$ cat src/rtl/vedic_div_pkg.sv
// Shared types and sizing helpers for the vedic_div_16by8 restoring divider.
package vedic_div_pkg;

  localparam int unsigned WIDTH_DEF = 8;

  typedef enum logic [1:0] {
    IDLE = 2'd0,
    RUN  = 2'd1,
    FIN  = 2'd2
  } state_t;

  // Iteration counter must hold the value WIDTH itself.
  function automatic int unsigned cnt_width(input int unsigned w);
    return $clog2(w + 1);
  endfunction

endpackage

$ cat src/rtl/vedic_div_step.sv
// One combinational restoring-division iteration: shift in the next dividend
// bit, trial-subtract the divisor, keep the difference when it fits.
module vedic_div_step
  import vedic_div_pkg::*;
#(
  parameter int unsigned WIDTH = WIDTH_DEF
) (
  input  logic [WIDTH-1:0] rem,
  input  logic             msb,
  input  logic [WIDTH-1:0] b,
  output logic [WIDTH-1:0] rem_next,
  output logic             qbit
);

  logic [WIDTH:0] t;
  logic [WIDTH:0] diff;

  // Compare in WIDTH+1 bits so the shifted-out remainder bit is not lost.
  always_comb begin
    t    = {rem, msb};
    diff = t - {1'b0, b};
    qbit = (t >= {1'b0, b});
    // rem < b holds on entry, so a taken difference always fits in WIDTH bits.
    rem_next = qbit ? diff[WIDTH-1:0] : t[WIDTH-1:0];
  end

endmodule

$ cat src/rtl/vedic_div_16by8.sv
// Sequential 2W-by-W restoring divider, one quotient bit per clock, with
// start/busy/done handshake and divide-by-zero / quotient-overflow flags.
module vedic_div_16by8
  import vedic_div_pkg::*;
#(
  parameter int unsigned WIDTH = WIDTH_DEF
) (
  input  logic               clk,
  input  logic               rst,
  input  logic               start,
  input  logic [2*WIDTH-1:0] c,
  input  logic [WIDTH-1:0]   b,
  output logic               busy,
  output logic               done,
  output logic [WIDTH-1:0]   q,
  output logic [WIDTH-1:0]   r,
  output logic               dz,
  output logic               ovf
);

  localparam int unsigned CW = cnt_width(WIDTH);

  state_t           state;
  state_t           state_next;
  logic [WIDTH-1:0] rem;
  logic [WIDTH-1:0] sh;
  logic [WIDTH-1:0] dvs;
  logic [CW-1:0]    cnt;
  logic [WIDTH-1:0] rem_next;
  logic             qbit;
  logic [WIDTH-1:0] c_hi;
  logic [WIDTH-1:0] c_lo;
  logic             last;

  assign c_hi = c[2*WIDTH-1:WIDTH];
  assign c_lo = c[WIDTH-1:0];
  assign last = (cnt == CW'(1));

  vedic_div_step #(
    .WIDTH(WIDTH)
  ) u_step (
    .rem      (rem),
    .msb      (sh[WIDTH-1]),
    .b        (dvs),
    .rem_next (rem_next),
    .qbit     (qbit)
  );

  // State register.
  always_ff @(posedge clk or posedge rst) begin
    if (rst) state <= IDLE;
    else     state <= state_next;
  end

  // Next state: degenerate operands skip straight to FIN.
  always_comb begin
    state_next = state;
    unique case (state)
      IDLE: begin
        if (start) begin
          if (b == '0 || c_hi >= b) state_next = FIN;
          else                      state_next = RUN;
        end
      end
      RUN:     if (last) state_next = FIN;
      FIN:     state_next = IDLE;
      default: state_next = IDLE;
    endcase
  end

  // Handshake outputs decoded from state.
  always_comb begin
    busy = (state != IDLE);
    done = (state == FIN);
  end

  // Operand capture, iteration registers and result/flag holding.
  always_ff @(posedge clk or posedge rst) begin
    if (rst) begin
      rem <= '0;
      sh  <= '0;
      dvs <= '0;
      cnt <= '0;
      q   <= '0;
      r   <= '0;
      dz  <= 1'b0;
      ovf <= 1'b0;
    end else begin
      unique case (state)
        IDLE: begin
          if (start) begin
            dvs <= b;
            dz  <= 1'b0;
            ovf <= 1'b0;
            if (b == '0) begin
              dz <= 1'b1;
              q  <= '1;
              r  <= '0;
            end else if (c_hi >= b) begin
              ovf <= 1'b1;
              q   <= '1;
              r   <= '0;
            end else begin
              rem <= c_hi;
              sh  <= c_lo;
              cnt <= CW'(WIDTH);
            end
          end
        end
        RUN: begin
          // sh doubles as dividend-low shifter and quotient accumulator;
          // q/r are only published on the final iteration.
          rem <= rem_next;
          sh  <= {sh[WIDTH-2:0], qbit};
          cnt <= cnt - 1'b1;
          if (last) begin
            q <= {sh[WIDTH-2:0], qbit};
            r <= rem_next;
          end
        end
        default: ;
      endcase
    end
  end

endmodule

$ cat config.mk
export PLATFORM = sky130hd
export DESIGN_NAME = vedic_div_16by8
export DESIGN_NICKNAME = d
export VERILOG_FILES = /design/src/rtl/vedic_div_pkg.sv /design/src/rtl/vedic_div_step.sv /design/src/rtl/vedic_div_16by8.sv
export SDC_FILE = /design/constraint.sdc
export NUM_CORES = 1
export LEC_CHECK = 0
export ABC_AREA = 0
export CAP_MARGIN = 20
export CORE_MARGIN = 2
export CORE_UTILIZATION = 51
export CTS_BUF_LIST = sky130_fd_sc_hd__clkbuf_8
export DETAILED_ROUTE_END_ITERATION = 8
export GPL_TIMING_DRIVEN = 0
export PLACE_DENSITY = 0.75
export SLEW_MARGIN = 10
export SYNTH_ARGS = -nofsm -noshare
export SYNTH_HDL_FRONTEND = slang
export SYNTH_HIERARCHICAL = 1
export SYNTH_SLANG_ARGS = --single-unit
$ cat constraint.sdc
create_clock -name clk -period 6.7 [get_ports clk]
set_clock_uncertainty 0.1 [all_clocks]
set_input_delay 1.34 -clock clk [delete_from_list [all_inputs] [get_ports clk]]
set_output_delay 1.34 -clock clk [all_outputs]
set_load 0.05 [all_outputs]
==> metrics.csv <==
metric,value,unit
power_leakage,0.00167,uW
num_antenna_cells,0,
cp_data_arrival_time,3.54,ns
stdcell_area,3660,sq um
seq_area,1200,sq um
place_area,3580,sq um
setup_viol,0,
irDropWorstVdd,340,uV
core_area,5610,sq um
synthArstFlopShare,100,%
netlist_area,3010,sq um
final_nets,415,
r2r_end,rem[6]$_DFFE_PP0P_,
synth_ff_type,dfrtp_1,
grt_max_degree,32,
crit_slowest_cell,clkdlybuf4s50_1,
ys_ff_latch,48,
viasPerCell,5.43,
rr_worst_depth,10,
synth_edf_count,0,
hold_buffers,0,
drv_cap,0,
power.density,541,nW/um^2
layout-drive-gt1-share,9.21,%
comb_power_share,65.2,%
ff2ff_setup_slack,4.14,ns
cts_tree,done,
dieArea,6540,sq um
drc,0,
hold_path.class,flip-flop to flip-flop,
ctsLongestPathBuffers,2,
first_pass_iters,4,
stdcell_count,441,
cts_sinks,48,
synth.distinct_cells,46,
synth_fp_nets,361,
die_width,80.9,um
cp.required,6.82,ns
io_buffers,46,
ys_seq_area_share,39.9,%
ys.warnings.count,6,
slew_headroom,62.8,%
place_ws,2.96,ns
critPathKind,input port to flip-flop,
grt_usage,23.0,%
min_delay_worst_endpoint,dvs[4]$_DFFE_PP0P_,
clock_latency,0.31,ns
setup-tns-final,0,ns
status,finished clean,
cts_setup_buffers,0,
worstReg2RegStart,sh[7]$_DFFE_PP0P_,
placed_cells,434,
hpwl,5.27,mm
die_y,80.9,um
sequentialPowerShare,26.3,%
tightest_slew,0.556,ns
grt_pass1_vias,2435,
antenna_found_initial,0,
drt_iter0_drc,101,
cp-end-kind,flip-flop,
ant_nets,0,
synthToLayoutAreaGrowth,21.6,%
multi_input_area,1650,sq um
finalMaxSlewViolations,0,
initial_core_util,53.7,%
crit_family,buffers and inverters,
postSynthCellCount,315,
grt_first_pass_wirelength,11.6,mm
start_kind,input port,
max_freq,0.292,GHz
post_drt_wl_per_cell,15.4,um
internal-power,1040,uW
period_share,51.0,%
power_frac_clock,8.4,%
cts_buffers,5,
cts.clk_slew.worst_paths,0.09,ns
layout_min_cycle_time,3.42,ns
postCtsResizedCells,0,
switchingPower,944,uW
synth.avg_cell_area,9.56,sq um
io_pins,47,
power,1980,uW
max_stage_delay,0.47,ns
p_sw_share,47.6,%
whs_path_depth,2,
routed_wl,6.80,mm
num_vias,2394,
htree_levels,2,
gp_congestion,0.819,
nFillCells,499,
cp_num_buf_inv,3,
path_cells,clkdlybuf4s50_1 -> inv_1 -> ha_1 -> a21oi_1 -> and2_1 -> nand2_1 -> nor2_8 -> buf_6 -> mux2i_1,
grt_overflow,0,
rows,27,
final-hold-violation-count,0,
worstPathMaxFanout,10,
hp-start,dvs[4]$_DFFE_PP0P_,
rsz0062_at_grt,no,
final.setup.worst_slack,3.28,ns
cts_root_buf,clkbuf_8,
-- worst max path at each step --
stage               startpoint                  to  slack, ns  cells past startpoint
floorplan                 b[2]  rem[1]$_DFFE_PP0P_       3.79                      8
global placement          b[7]   sh[2]$_DFFE_PP0P_       3.06                      9
detailed placement        b[7]   sh[2]$_DFFE_PP0P_       2.96                      9
CTS                       b[7]   sh[2]$_DFFE_PP0P_       3.29                      9
global route              b[7]   sh[2]$_DFFE_PP0P_       3.17                      9
finish                    b[7]   sh[2]$_DFFE_PP0P_       3.28                      9
-- layout by cell type, fill, tap and decap left out, types with 4 or more instances in the layout --
cell type | Yosys | layout
ha_1 | 18 | 18
clkdlybuf4s50_1 | 0 | 46
mux2i_1 | 45 | 45
inv_1 | 25 | 24
nand3_1 | 4 | 4
a21oi_1 | 15 | 15
o21ai_0 | 28 | 28
nor2b_1 | 5 | 5
nor3_1 | 5 | 5
buf_2 | 7 | 7
clkbuf_8 | 0 | 5
mux2_2 | 5 | 5
nor2_1 | 20 | 20
nand2_1 | 39 | 39
dfrtp_1 | 48 | 48
-- flip-flops by register name (all words and copies together), names as in the netlist --
name and cells:
sh 8, q 8, cnt 4, ovf 1, dz 1, rem 8
state 2, r 8, dvs 8
-- synthesized netlist by cell type (2+ instances only) --
cell type | count | area share (%)
and2_1 | 3 | 0.62
a21oi_1 | 15 | 2.5
o21ai_2 | 2 | 0.58
nor3_1 | 5 | 0.83
inv_1 | 25 | 3.1
xnor2_1 | 2 | 0.58
nor4_1 | 3 | 0.62
o31a_1 | 3 | 0.87
a21oi_2 | 2 | 0.58
nand3_1 | 4 | 0.66
mux2i_1 | 45 | 15
a21o_1 | 3 | 0.75
o21ai_0 | 28 | 4.7
or2_2 | 2 | 0.42
nand2_1 | 39 | 4.9
nor2b_1 | 5 | 1.0
ha_1 | 18 | 7.5
dfrtp_1 | 48 | 40
clkbuf_1 | 3 | 0.37
nor2_1 | 20 | 2.5
mux2_2 | 5 | 1.9
nor3b_1 | 2 | 0.50
o21a_1 | 2 | 0.50
buf_2 | 7 | 1.2
nand2b_1 | 3 | 0.62
-- area by class of cell --
type	instances	share of cell area (%)
Clock buffer	5	1.88
Timing Repair Buffer	47	13.1
Multi-Input combinational cell	229	45.1
Buffer	13	1.81
Inverter	25	2.56
Tap cell	72	2.46
Clock inverter	2	0.341
Sequential cell	48	32.8
-- through the flow --
stage / hold slack (ns) / util, %
5_1_grt: 0.419 / 65.4
3_3_place_gp: 0.367 / 63.5
2_1_floorplan: 0.350 / -
6_report: 0.386 / 65.4
4_1_cts: 0.390 / 65.4
3_5_place_dp: 0.372 / 63.9
-- tightest hold or removal path, cell delays in order (launching register included) --
cell and delay, ns:
dfrtp_1 0.35, nand2_1 0.05, o21ai_0 0.06
-- logic make-up (layout without fill, tap and decap cells) --
group	count (synthesis)	in the layout	share of synthesized area, %
XOR/XNOR	3	3	0.872
AO/OA/AOI/OAI	67	67	14.8
multiplexers	50	50	16.8
buffers and inverters	38	92	5.32
flip-flops	48	48	39.9
AND/OR/NAND/NOR	90	90	14.2
adder cells (fa/ha/maj)	19	19	8.14
-- routing by layer --
layer | global-route usage, % | up-vias | wire length (um)
met3 | 3.67 | 8 | 177
met2 | 40.1 | 30 | 3460
met4 | 5.93 | 0 | 67
met5 | 0 | - | 0
met1 | 29.9 | 1157 | 3090
li1 | - | 1199 | -
-- power by group through the flow --
stage	combinational, uW	clock (uW)	sequential (uW)
global route	1430	186	540
global placement	1250	0	522
floorplan	864	0	637
detailed placement	1290	0	527
CTS	1300	174	523
finish	1290	168	523
(Power assumes the default switching activity.)
